File: src/rtl/universal_shift_register_n_pkg.sv
// Shared types for the universal shift register: operation modes and
// the bit-counter width helper.
package usr_pkg;

    typedef enum logic [2:0] {
        MODE_HOLD = 3'b000,
        MODE_SHL  = 3'b001,
        MODE_SHR  = 3'b010,
        MODE_ROL  = 3'b011,
        MODE_ROR  = 3'b100,
        MODE_SIPO = 3'b101,
        MODE_PISO = 3'b110,
        MODE_RSVD = 3'b111
    } mode_e;

    // Counter must hold 0..WIDTH.
    function automatic int unsigned cnt_width(input int unsigned width);
        return $clog2(width + 1);
    endfunction

endpackage

File: src/rtl/universal_shift_register_n_if.sv
// Control, data and status bundle of the universal shift register.
interface universal_shift_register_n_if
    import usr_pkg::*;
#(
    parameter int unsigned WIDTH = 8
);
    localparam int unsigned CNT_W = cnt_width(WIDTH);

    logic             enable;
    logic [2:0]       mode;
    logic             load;
    logic             ser_in;
    logic [WIDTH-1:0] parallel_in;
    logic             ser_out;
    logic [WIDTH-1:0] reg_data;
    logic [WIDTH-1:0] parallel_out;
    logic             frame_valid;
    logic             busy;
    logic             tx_done;
    logic [CNT_W-1:0] bit_cnt;

    modport master (
        output enable, mode, load, ser_in, parallel_in,
        input  ser_out, reg_data, parallel_out, frame_valid, busy, tx_done, bit_cnt
    );

    modport slave (
        input  enable, mode, load, ser_in, parallel_in,
        output ser_out, reg_data, parallel_out, frame_valid, busy, tx_done, bit_cnt
    );

endinterface

File: src/rtl/universal_shift_register_n_bit_counter.sv
// Frame bit counter: clear, increment, and a flag on the last bit of a frame.
module usr_bit_counter
    import usr_pkg::*;
#(
    parameter int unsigned WIDTH = 8,
    parameter int unsigned CNT_W = cnt_width(WIDTH)
) (
    input  logic             clk,
    input  logic             rst,
    input  logic             i_clr,
    input  logic             i_inc,
    output logic [CNT_W-1:0] o_cnt,
    output logic             o_wrap
);
    logic [CNT_W-1:0] r_cnt;
    logic [CNT_W-1:0] w_cnt_nxt;

    assign o_wrap = (r_cnt == CNT_W'(WIDTH - 1));
    assign o_cnt  = r_cnt;

    // Clear and increment together means the frame restarts and counts its first bit.
    always_comb begin
        w_cnt_nxt = r_cnt;
        if (i_clr) begin
            w_cnt_nxt = i_inc ? CNT_W'(1) : '0;
        end else if (i_inc) begin
            w_cnt_nxt = o_wrap ? '0 : r_cnt + CNT_W'(1);
        end
    end

    always_ff @(posedge clk) begin
        if (!rst) begin
            r_cnt <= '0;
        end else begin
            r_cnt <= w_cnt_nxt;
        end
    end

endmodule

File: src/rtl/universal_shift_register_n.sv
// N-bit universal shift register: shift/rotate, parallel load, and framed
// SIPO receive / PISO transmit with completion pulses.
module universal_shift_register_n
    import usr_pkg::*;
#(
    parameter int unsigned      WIDTH     = 8,
    parameter logic [WIDTH-1:0] RESET_VAL = '0
) (
    input logic                         clk,
    input logic                         rst,
    universal_shift_register_n_if.slave bus
);
    localparam int unsigned CNT_W = cnt_width(WIDTH);

    logic [WIDTH-1:0] r_data;
    logic             r_ser;
    logic [WIDTH-1:0] r_pout;
    logic             r_fv;
    logic             r_txd;
    logic             r_busy;
    mode_e            r_prev_mode;

    mode_e            w_mode;
    logic [WIDTH-1:0] w_data_nxt;
    logic             w_ser_nxt;
    logic [WIDTH-1:0] w_pout_nxt;
    logic             w_fv_nxt;
    logic             w_txd_nxt;
    logic             w_busy_nxt;
    logic             w_cnt_clr;
    logic             w_cnt_inc;
    logic [CNT_W-1:0] w_cnt;
    logic             w_cnt_wrap;
    logic             w_mode_clr;
    logic             w_busy_eff;
    logic             w_last;
    logic [WIDTH-1:0] w_shl;

    assign w_mode = mode_e'(bus.mode);

    // Leaving a framed mode abandons the frame before the new mode acts on this edge.
    assign w_mode_clr = ((r_prev_mode == MODE_SIPO) || (r_prev_mode == MODE_PISO)) &&
                        (w_mode != r_prev_mode);
    assign w_busy_eff = r_busy && !w_mode_clr;
    assign w_last     = w_cnt_wrap && !w_mode_clr;
    assign w_shl      = {r_data[WIDTH-2:0], bus.ser_in};

    usr_bit_counter #(
        .WIDTH (WIDTH),
        .CNT_W (CNT_W)
    ) u_bit_counter (
        .clk    (clk),
        .rst    (rst),
        .i_clr  (bus.enable && w_cnt_clr),
        .i_inc  (bus.enable && w_cnt_inc),
        .o_cnt  (w_cnt),
        .o_wrap (w_cnt_wrap)
    );

    always_comb begin
        w_data_nxt = r_data;
        w_ser_nxt  = r_ser;
        w_pout_nxt = r_pout;
        w_fv_nxt   = 1'b0;
        w_txd_nxt  = 1'b0;
        w_busy_nxt = w_busy_eff;
        w_cnt_clr  = w_mode_clr;
        w_cnt_inc  = 1'b0;
        if (bus.load) begin
            w_data_nxt = bus.parallel_in;
            w_cnt_clr  = 1'b1;
            w_busy_nxt = (w_mode == MODE_PISO);
        end else begin
            unique case (w_mode)
                MODE_SHL: begin
                    w_data_nxt = w_shl;
                    w_ser_nxt  = r_data[WIDTH-1];
                end
                MODE_SHR: begin
                    w_data_nxt = {bus.ser_in, r_data[WIDTH-1:1]};
                    w_ser_nxt  = r_data[0];
                end
                MODE_ROL: begin
                    w_data_nxt = {r_data[WIDTH-2:0], r_data[WIDTH-1]};
                    w_ser_nxt  = r_data[WIDTH-1];
                end
                MODE_ROR: begin
                    w_data_nxt = {r_data[0], r_data[WIDTH-1:1]};
                    w_ser_nxt  = r_data[0];
                end
                MODE_SIPO: begin
                    w_data_nxt = w_shl;
                    w_ser_nxt  = r_data[WIDTH-1];
                    w_cnt_inc  = 1'b1;
                    if (w_last) begin
                        w_pout_nxt = w_shl;
                        w_fv_nxt   = 1'b1;
                    end
                end
                MODE_PISO: begin
                    if (w_busy_eff) begin
                        w_data_nxt = {r_data[WIDTH-2:0], 1'b0};
                        w_ser_nxt  = r_data[WIDTH-1];
                        w_cnt_inc  = 1'b1;
                        if (w_last) begin
                            w_busy_nxt = 1'b0;
                            w_txd_nxt  = 1'b1;
                        end
                    end
                end
                MODE_HOLD, MODE_RSVD: ;
                default: ;
            endcase
        end
    end

    always_ff @(posedge clk) begin
        if (!rst) begin
            r_data      <= RESET_VAL;
            r_ser       <= 1'b0;
            r_pout      <= '0;
            r_fv        <= 1'b0;
            r_txd       <= 1'b0;
            r_busy      <= 1'b0;
            r_prev_mode <= MODE_HOLD;
        end else if (!bus.enable) begin
            r_fv  <= 1'b0;
            r_txd <= 1'b0;
        end else begin
            r_data      <= w_data_nxt;
            r_ser       <= w_ser_nxt;
            r_pout      <= w_pout_nxt;
            r_fv        <= w_fv_nxt;
            r_txd       <= w_txd_nxt;
            r_busy      <= w_busy_nxt;
            r_prev_mode <= w_mode;
        end
    end

    assign bus.ser_out      = r_ser;
    assign bus.reg_data     = r_data;
    assign bus.parallel_out = r_pout;
    assign bus.frame_valid  = r_fv;
    assign bus.busy         = r_busy;
    assign bus.tx_done      = r_txd;
    assign bus.bit_cnt      = w_cnt;

endmodule

File: src/flat_wrapper.sv
// flat-port wrapper written by rule: the top's interface ports become plain ports
module universal_shift_register_n_flat import usr_pkg::*;
#(
    parameter int unsigned      WIDTH     = 8,
    parameter logic [WIDTH-1:0] RESET_VAL = '0
)
  (clk, rst, bus_enable, bus_mode, bus_load, bus_ser_in, bus_parallel_in, bus_ser_out, bus_reg_data, bus_parallel_out, bus_frame_valid, bus_busy, bus_tx_done, bus_bit_cnt);
  universal_shift_register_n_if #(.WIDTH(WIDTH)) bus_i ();
  input logic clk;
  input logic rst;
  input wire logic [$bits(bus_i.enable)-1:0] bus_enable;
  input wire logic [$bits(bus_i.mode)-1:0] bus_mode;
  input wire logic [$bits(bus_i.load)-1:0] bus_load;
  input wire logic [$bits(bus_i.ser_in)-1:0] bus_ser_in;
  input wire logic [$bits(bus_i.parallel_in)-1:0] bus_parallel_in;
  output wire logic [$bits(bus_i.ser_out)-1:0] bus_ser_out;
  output wire logic [$bits(bus_i.reg_data)-1:0] bus_reg_data;
  output wire logic [$bits(bus_i.parallel_out)-1:0] bus_parallel_out;
  output wire logic [$bits(bus_i.frame_valid)-1:0] bus_frame_valid;
  output wire logic [$bits(bus_i.busy)-1:0] bus_busy;
  output wire logic [$bits(bus_i.tx_done)-1:0] bus_tx_done;
  output wire logic [$bits(bus_i.bit_cnt)-1:0] bus_bit_cnt;
  assign bus_i.enable = bus_enable;
  assign bus_i.mode = bus_mode;
  assign bus_i.load = bus_load;
  assign bus_i.ser_in = bus_ser_in;
  assign bus_i.parallel_in = bus_parallel_in;
  assign bus_ser_out = bus_i.ser_out;
  assign bus_reg_data = bus_i.reg_data;
  assign bus_parallel_out = bus_i.parallel_out;
  assign bus_frame_valid = bus_i.frame_valid;
  assign bus_busy = bus_i.busy;
  assign bus_tx_done = bus_i.tx_done;
  assign bus_bit_cnt = bus_i.bit_cnt;
  universal_shift_register_n #(.WIDTH(WIDTH), .RESET_VAL(RESET_VAL)) u_core (.clk(clk), .rst(rst), .bus(bus_i));
endmodule
File: config.mk
export PLATFORM = sky130hd
export DESIGN_NAME = universal_shift_register_n_flat
export DESIGN_NICKNAME = d
export VERILOG_FILES = /design/src/rtl/universal_shift_register_n_pkg.sv /design/src/rtl/universal_shift_register_n_if.sv /design/src/rtl/universal_shift_register_n_bit_counter.sv /design/src/rtl/universal_shift_register_n.sv /design/src/flat_wrapper.sv
export SDC_FILE = /design/constraint.sdc
export NUM_CORES = 1
export LEC_CHECK = 0
export CORE_MARGIN = 3
export CORE_UTILIZATION = 25
export DETAILED_ROUTE_END_ITERATION = 12
export MAX_ROUTING_LAYER = met4
export PLACE_DENSITY_LB_ADDON = 0.1
export SYNTH_ARGS = -nofsm -noshare
export SYNTH_HDL_FRONTEND = slang
export SYNTH_SLANG_ARGS = --single-unit
export TNS_END_PERCENT = 1
File: constraint.sdc
create_clock -name clk -period 2.2 [get_ports clk]
set_input_delay 0.33 -clock clk [delete_from_list [all_inputs] [get_ports clk]]
set_output_delay 0.33 -clock clk [all_outputs]
set_load 0.1 [all_outputs]
Word level (Yosys, flattened, before mapping)
Cells that the tools add are included.
- register bits: 27
- bits of input ports: 16
- output and inout bits: 24
- word-level logic and storage cells: 63
- $add $sub $neg: 1
- equal/unequal tests: 12
- multiplexer cells: 18
- bitwise gates (word level): 6
- reduce and logical (&&, ||, !) cells: 18
- operator list (cell ; count):
    8-bit one-hot mux with 5 select lines ; 1
    8-bit two-way mux ; 2
    3-bit == test (second input constant) ; 5
    4-bit two-way mux ; 3
    1-bit two-way mux ; 10
    4-bit AND reduction ; 2
    3-bit by 2-bit == test with 1-bit output (second input constant) ; 2
    1-bit NOT ; 6
    6-bit nonzero test ; 1
    1-bit logical AND ; 5
    5-bit OR reduction ; 1
    4-bit by 1-bit adder with 4-bit output (second input constant) ; 1
    4-bit by 3-bit == test with 1-bit output (second input constant) ; 1
    2-bit OR reduction ; 2
    4-bit OR reduction ; 1
    3-bit by 1-bit == test with 1-bit output (second input constant) ; 1
    3-bit by 2-bit inequality test with 1-bit output (second input constant) ; 1
    3-bit inequality test ; 1
    1-bit one-hot mux with 3 select lines ; 1
    3-bit AND reduction ; 1
    3-bit nonzero test ; 1
    3-bit OR reduction ; 1
    2-bit by 1-bit inequality test with 1-bit output (second input constant) ; 1
    1-bit one-hot mux with 2 select lines ; 1
    3 further kinds ; 3

Logic depth before layout (Yosys ltp)
Gate-level depths: netlist (run 1).
- word-level depth: 11
- gate-level depth with buffers: 7
- depth with buffers taken out: 6

By module
A second synthesis (run 1) with hierarchy kept.
- cells, all modules: 167
- area total of the unflattened synthesis: 1586.5 µm²
- by module, submodules not included (module ; instances ; cells each ; area each (µm²) ; sequential area each (µm²)):
    universal_shift_register_n ; 1 ; 146 ; 1372.6 ; 460.4
    usr_bit_counter ; 1 ; 21 ; 214.0 ; 80.1

Worst setup path before layout (run 1)
OpenSTA, ideal clock, no wires.
- path kind: register to register
- start: register u_core.u_bit_counter.r_cnt[0] (netlist: u_core.u_bit_counter.o_cnt[0])
- end: register u_core.r_pout[0] (netlist: u_core.bus.parallel_out[0])
- setup time: 117 ps
- data arrival time: 2149 ps
- data required time: 2083 ps
- setup slack: -66 ps
- stages on the path, launching flop included: 8
- buffers on the path: 1
- clock period less this slack: 2266 ps
- cell sequence: dfxtp_1 > ha_1 > nand2_1 > nor2_1 > nand4b_4 > buf_6 > nand3_2 > o21ai_2
- word-level cells in the longest chain between the ends: 3
- ends and longest elaborated chain (element ; RTL line ; text):
    start: declaration ; universal_shift_register_n_bit_counter.sv:15 ; logic [CNT_W-1:0] r_cnt;
    start signal: assignment ; universal_shift_register_n_bit_counter.sv:35 ; r_cnt <= w_cnt_nxt;
    4-bit by 3-bit == test with 1-bit output ; universal_shift_register_n_bit_counter.sv:18 ; assign o_wrap = (r_cnt == CNT_W'(WIDTH - 1));
    1-bit logical AND ; universal_shift_register_n.sv:45 ; assign w_last = w_cnt_wrap && !w_mode_clr;
    4-bit AND reduction (no source line) ; - ;
    end signal: assignment ; universal_shift_register_n.sv:132 ; r_pout <= w_pout_nxt;
    end: declaration ; universal_shift_register_n.sv:17 ; logic [WIDTH-1:0] r_pout;
No other way between the ends.
A chain may end at the register's enable or synchronous reset.

Final worst setup path (run 1)
- start: input bus_mode[2]
- end: register u_core.r_pout[7] (netlist: u_core.bus.parallel_out[7])
- word-level cells in the longest chain between the ends: 5
- elaborated cells on any way between the ends: 6
- classes of those cells: eq/ne: 2; reduce/logical: 4
- ends and longest elaborated chain (element ; RTL line ; text):
    start: declaration ; flat_wrapper.sv:12 ; input wire logic [$bits(bus_i.mode)-1:0] bus_mode;
    3-bit inequality test ; universal_shift_register_n.sv:43 ; (w_mode != r_prev_mode);
    1-bit logical AND ; universal_shift_register_n.sv:42 ; assign w_mode_clr = ((r_prev_mode == MODE_SIPO) || (r_prev_mode == MODE_PISO)) &&
    1-bit logical NOT ; universal_shift_register_n.sv:45 ;
    1-bit logical AND ; universal_shift_register_n.sv:45 ;
    4-bit AND reduction (no source line) (*) ; - ;
Every way passes the cells marked *; elsewhere a longest branch is shown, timed or not.

==> impl_metrics.env, run 1 <==
export IMPL_ys_seq_area_frac=0.3591
export IMPL_yosys_register_bits=27
export IMPL_ant_nets=0
export IMPL_required_ns=2.38
export IMPL_yosys_cell_types_count=46
export IMPL_tightestPinTransition_ns=0.4582
export IMPL_drtPass1Iterations=4
export IMPL_routedWlPerCell_um=14.60
export IMPL_design_die_area_sq_um=6988
export IMPL_cts_buffers=3
export IMPL_clockPowerShare=0.269
export IMPL_diodes=0
export IMPL_grt_max_degree=18
export IMPL_setup_violations=0
export IMPL_wl_mm=4.103
export IMPL_grt_pass1_wl_mm=6.969
export IMPL_p_comb_frac=0.266
export IMPL_syn_area_per_cell_sq_um=8.906
export IMPL_p_per_area_nw_per_um2=579.9
export IMPL_nFillCells=609
export IMPL_synth_area_leaders="dfxtp_1 (36%), mux2i_1 (10%), nand2_1 (4.7%)"
export IMPL_ctsHoldBuffers=0
export IMPL_die_w_um=83.60
export IMPL_route_detailed_drc=0
export IMPL_crit_fanout=17
export IMPL_p_seq_frac=0.465
export IMPL_fin_nets=227
export IMPL_grt_total_usage=0.1231
export IMPL_period_share=0.8588
export IMPL_max_freq_ghz=0.5293
export IMPL_grt_antenna_before_repair=0
export IMPL_drv_slew=0
export IMPL_drive_gt1_frac=0.2679
export IMPL_placed_cell_area_sq_um=1911
export IMPL_io_buffers=39
export IMPL_critPathCaptureType="flop"
export IMPL_rows=27
export IMPL_insertion_delay_ns=0.28
export IMPL_cts_setup_buffers=0
export IMPL_vdd_ir_drop_max_uv=296.8
export IMPL_vias=1391
export IMPL_p_leak_uw=0.0008291
export IMPL_fin_area_sq_um=1961
export IMPL_synth_edff_count=0
export IMPL_final_setup_skew_ns=0.008578
export IMPL_slew_headroom=0.6897
export IMPL_numClockSinks=27
export IMPL_p_sw_uw=396.2
export IMPL_hold_class="reg2reg"
export IMPL_drt_iter0_markers=75
export IMPL_post_cts_resized=0
export IMPL_drv_cap=0
export IMPL_synthesis_nets=186
export IMPL_rsz0062_at_grt="false"
export IMPL_synthCells=169
export IMPL_yosysTopAreaCell="dfxtp_1"
export IMPL_start_kind="primary input"
export IMPL_h_tree_depth=1
export IMPL_cts_tree="yes"
export IMPL_fin_crit_ns=1.889
export IMPL_netSwitchingFraction=0.3484
export IMPL_ys_flop_type="dfxtp_1"
export IMPL_grt_pass1_vias=1329
export IMPL_core_sq_um=5675
export IMPL_synth_async_reset_ratio=0
export IMPL_clk_pin_slew_ns=0.11
export IMPL_cts_buffer_depth=2
export IMPL_gr_total_overflow=0
export IMPL_status="completed"
export IMPL_die_height_um=83.60
export IMPL_hpwl_mm=3.198
export IMPL_ios=40
export IMPL_setup_tns_ns=0
export IMPL_cts_root_buf="clkbuf_8"
export IMPL_syn_to_final_growth_pct=30.26
export IMPL_start_util=0.2652
export IMPL_synth_warnings=0
export IMPL_hold_violations=0
export IMPL_cp_data_arrival_time_ns=2.07
export IMPL_gp_congestion=0.8666
export IMPL_crit_type="in2reg"
export IMPL_intPower_uw=740.8
export IMPL_synth_top_area_frac=0.3591
export IMPL_netlist_area_sq_um=1505
export IMPL_viasPerCell=4.950
-- synthesized netlist by cell type (2+ instances only) --
master,instances
o211ai_1,3
nand3_1,11
nand2_2,2
nor3_1,5
nand4_1,2
buf_2,2
o221ai_1,3
a21oi_1,5
dfxtp_1,27
a211oi_1,2
inv_1,4
a211o_1,4
clkbuf_1,2
nor2_1,18
o21ai_2,8
buf_6,4
buf_1,2
mux2i_1,15
o21ai_0,5
nand2_1,19
-- power groups by stage --
stage                     clock (uW)  combinational (uW)  sequential (uW)
after floorplan                    0                 121              634
after global placement             0                 301              539
after detailed placement           0                 301              540
after CTS                        326                 302              528
after global routing             342                 323              532
final                            306                 302              529
-- placed cells by master, fill, tap and decap left out, types with 2 or more instances in the layout --
master and n:
dfxtp_2 2, clkdlybuf4s50_1 15, nor3_1 5, dfxtp_1 25, o21ai_0 5, buf_4 32
nand2_2 2, o221ai_1 3, o211ai_1 3, inv_1 4, o21ai_2 8, mux2i_1 15
nor2_1 18, a211o_1 4, a21oi_1 5, nand3_1 11, nand2_1 19, nand4_1 2
a211oi_1 2, clkbuf_8 3
-- flip-flops by register name, summed over array words and instances (netlist names) --
register	cells
u_core.bus.tx_done	1
u_core.bus.reg_data	8
u_core.u_bit_counter.o_cnt	4
u_core.bus.parallel_out	8
u_core.bus.ser_out	1
u_core.bus.frame_valid	1
u_core.bus.busy	1
u_core.r_prev_mode	3
-- path summary, 6_finish.rpt --
| check | startpoint | end | slack [ns] | cells past startpoint |
|---|---|---|---|---|
| hold / removal | u_core.bus.parallel_out[0] | u_core.bus.parallel_out[0] | 0.47 | 2 |
| setup / recovery | bus_mode[2] | u_core.bus.parallel_out[7] | 0.31 | 6 |
| hold reg to reg | u_core.bus.parallel_out[0] | u_core.bus.parallel_out[0] | 0.47 | 2 |
| setup reg to reg | u_core.u_bit_counter.o_cnt[0] | u_core.bus.parallel_out[7] | 0.49 | 6 |
-- critical path, cell delays in order --
cell and delay (ns):
clkdlybuf4s50_1 0.70, nand4bb_1 0.24, o2111ai_4 0.20, nand4b_4 0.32, nand3_1 0.21, o21ai_2 0.07
-- per-stage QoR --
stage | hold slack (ns) | utilization | worst slack [ns] | total power [uW] | instances
floorplan | 0.4738 | - | 0.1834 | 755.0 | 169
global placement | 0.4521 | 0.3366 | 0.06123 | 840.7 | 277
detailed placement | 0.4523 | 0.3366 | 0.01959 | 840.6 | 277
CTS | 0.4710 | 0.3455 | 0.3337 | 1156 | 281
global route | 0.4956 | 0.3455 | 0.1559 | 1196 | 281
finish | 0.4661 | 0.3455 | 0.3106 | 1137 | 281
-- logic make-up (layout without fill, tap and decap cells) --
group,Yosys count,after routing,synth area share
AO/OA/AOI/OAI,40,40,0.2111
XOR/XNOR,3,3,0.02245
adder cells (fa/ha/maj),1,1,0.008311
buffers and inverters,15,55,0.06151
flip-flops,27,27,0.3591
multiplexers,16,16,0.1072
AND/OR/NAND/NOR,67,67,0.2303
-- final cells by class --
type                            count  area (sq um)  area share
Inverter                            4         15.01    0.007658
Multi-Input combinational cell    127         872.1      0.4448
Clock buffer                        3         41.29     0.02106
Timing Repair Buffer               47         390.4      0.1991
Sequential cell                    27         543.0      0.2770
Clock inverter                      1         8.758    0.004467
Tap cell                           72         90.09     0.04595
-- per-layer routing --
layer | vias up | routed length [um] | global-route usage
met4 | 0 | 34 | 0.02924
li1 | 693 | - | -
met2 | 40 | 1754 | 0.1721
met3 | 4 | 201 | 0.02172
met5 | - | 0 | -
met1 | 654 | 2113 | 0.1820
No activity file was read; power rests on OpenSTA's default activity.
==> run 2: changes to the inputs <==
- clock period: 2.2 -> 2 ns (I/O delays scaled with it)
==> run 2 against run 1 <==
Against the previous run: via count increased by 2.7%; global-route usage decreased by 0.27 points; register-to-register slack got worse by 0.08 ns; critical path depth decreased by 1; combinational power increased by 14%; routed wire length decreased by 1.2%; sequential power increased by 9.8%; largest power group unchanged.
==> impl_metrics.env, run 2 (synthesis results as in run 1) <==
export IMPL_drtPass1Iterations=4
export IMPL_fin_crit_ns=1.797
export IMPL_final_common_cell="buf_4"
export IMPL_rsz0062_at_grt="false"
export IMPL_nFillCells=613
export IMPL_tightestPinTransition_ns=0.6004
export IMPL_vias=1428
export IMPL_hold_violations=0
export IMPL_vdd_ir_drop_max_uv=238.5
export IMPL_routedWlPerCell_um=13.88
export IMPL_numClockSinks=27
export IMPL_drt_iter0_markers=83
export IMPL_insertion_delay_ns=0.28
export IMPL_critPathLaunch="bus_mode[2]"
export IMPL_r2r_cells=4
export IMPL_r2r_end="u_core.u_bit_counter.o_cnt[0]"
export IMPL_post_cts_resized=0
export IMPL_ios=40
export IMPL_drv_slew=0
export IMPL_r2r_start="u_core.r_prev_mode[2]"
export IMPL_crit_fanout=4
export IMPL_status="completed"
export IMPL_design_die_area_sq_um=6988
export IMPL_p_leak_uw=0.0008891
export IMPL_period_share=0.8987
export IMPL_clk_pin_slew_ns=0.10
export IMPL_ant_nets=0
export IMPL_grt_total_usage=0.1204
export IMPL_drv_cap=0
export IMPL_die_height_um=83.60
export IMPL_die_w_um=83.60
export IMPL_cts_tree="yes"
export IMPL_start_util=0.2652
export IMPL_final_setup_skew_ns=0.008496
export IMPL_layout_common_cells="buf_4 (42), dfxtp_1 (24), nand2_1 (19)"
export IMPL_cts_root_buf="clkbuf_8"
export IMPL_cts_buffer_depth=2
export IMPL_diodes=0
export IMPL_cts_setup_buffers=0
export IMPL_setup_violations=0
export IMPL_rows=27
export IMPL_h_tree_depth=1
export IMPL_cp_data_arrival_time_ns=1.98
export IMPL_gp_congestion=0.7905
export IMPL_fin_nets=238
export IMPL_crit_path_end="u_core.u_bit_counter.o_cnt[0]"
export IMPL_grt_antenna_before_repair=0
export IMPL_grt_pass1_wl_mm=6.727
export IMPL_cts_buffers=3
export IMPL_core_sq_um=5675
export IMPL_power_uw=1255
export IMPL_ctsHoldBuffers=0
export IMPL_grt_max_degree=18
export IMPL_p_per_area_nw_per_um2=610.3
export IMPL_required_ns=2.18
export IMPL_regToRegSetupSlack_ns=0.41
export IMPL_gr_total_overflow=0
export IMPL_crit_type="in2reg"
export IMPL_hpwl_mm=3.304
export IMPL_grt_pass1_vias=1316
export IMPL_max_freq_ghz=0.5563
export IMPL_drive_gt1_frac=0.3091
export IMPL_hold_class="reg2reg"
export IMPL_setup_tns_ns=0
export IMPL_syn_to_final_growth_pct=36.66
export IMPL_slew_headroom=0.5978
export IMPL_start_kind="primary input"
export IMPL_wl_mm=4.052
export IMPL_io_buffers=39
export IMPL_utilization=0.3624
export IMPL_critPathCaptureType="flop"
export IMPL_route_detailed_drc=0
export IMPL_viasPerCell=4.890
[run 2: changes by cell type in the layout (fill, tap and decap cells not counted), sizes merged]
cell	previous run	this run
buf	32	43
[run 2: area by class of cell]
class                           instances  area [sq um]  share of cell area
Multi-Input combinational cell        127         872.1              0.4240
Clock inverter                          1         8.758            0.004258
Tap cell                               72         90.09             0.04380
Timing Repair Buffer                   58         485.5              0.2360
Clock buffer                            3         41.29             0.02007
Sequential cell                        27         544.3              0.2646
Inverter                                4         15.01            0.007299
[run 2: worst max-delay path: stages]
cell and delay [ns]:
clkdlybuf4s50_1 0.47, buf_4 0.18, o311ai_1 0.52, a21oi_1 0.23, o32ai_1 0.29
[run 2: where the power goes]
part           switching, uW  leakage, uW  internal, uW
clock network            185    0.0000261           146
logic                    221     0.000642           122
registers               24.2     0.000221           557
total                    431     0.000889           825
[run 2: metal layers]
metal | part of all wire | GRT usage
met1 | 0.49 | 0.1751
met2 | 0.44 | 0.1699
met3 | 0.061 | 0.01974
met4 | 0.0057 | 0.03509
met5 | 0 | -
[run 2: how the worst min path moves through the flow]
stage | cells after the start | startpoint | endpoint
finish | 2 | u_core.bus.parallel_out[0] | u_core.bus.parallel_out[0]
CTS | 2 | u_core.bus.parallel_out[0] | u_core.bus.parallel_out[0]
floorplan | 2 | bus_ser_in | u_core.bus.parallel_out[0]
global placement | 2 | u_core.bus.parallel_out[0] | u_core.bus.parallel_out[0]
detailed placement | 2 | u_core.bus.parallel_out[0] | u_core.bus.parallel_out[0]
global route | 2 | u_core.bus.parallel_out[5] | u_core.bus.parallel_out[5]
[run 2: metrics by stage]
step / hold WS (ns) / setup slack, ns / std cells / instance area [sq um]
2_1_floorplan: 0.4438 / -0.004219 / 169 / 1509
3_3_place_gp: 0.4488 / -0.02738 / 288 / 2007
3_5_place_dp: 0.4549 / -0.06621 / 288 / 2007
4_1_cts: 0.4734 / 0.2026 / 292 / 2057
5_1_grt: 0.5002 / 0.07434 / 292 / 2057
6_report: 0.4651 / 0.2025 / 292 / 2057
==> run 3: changes to the inputs <==
- CTS_CLUSTER_SIZE: default -> 20
==> results of run 3 <==
Final layout, timing and power as in run 2 (identical DEF).
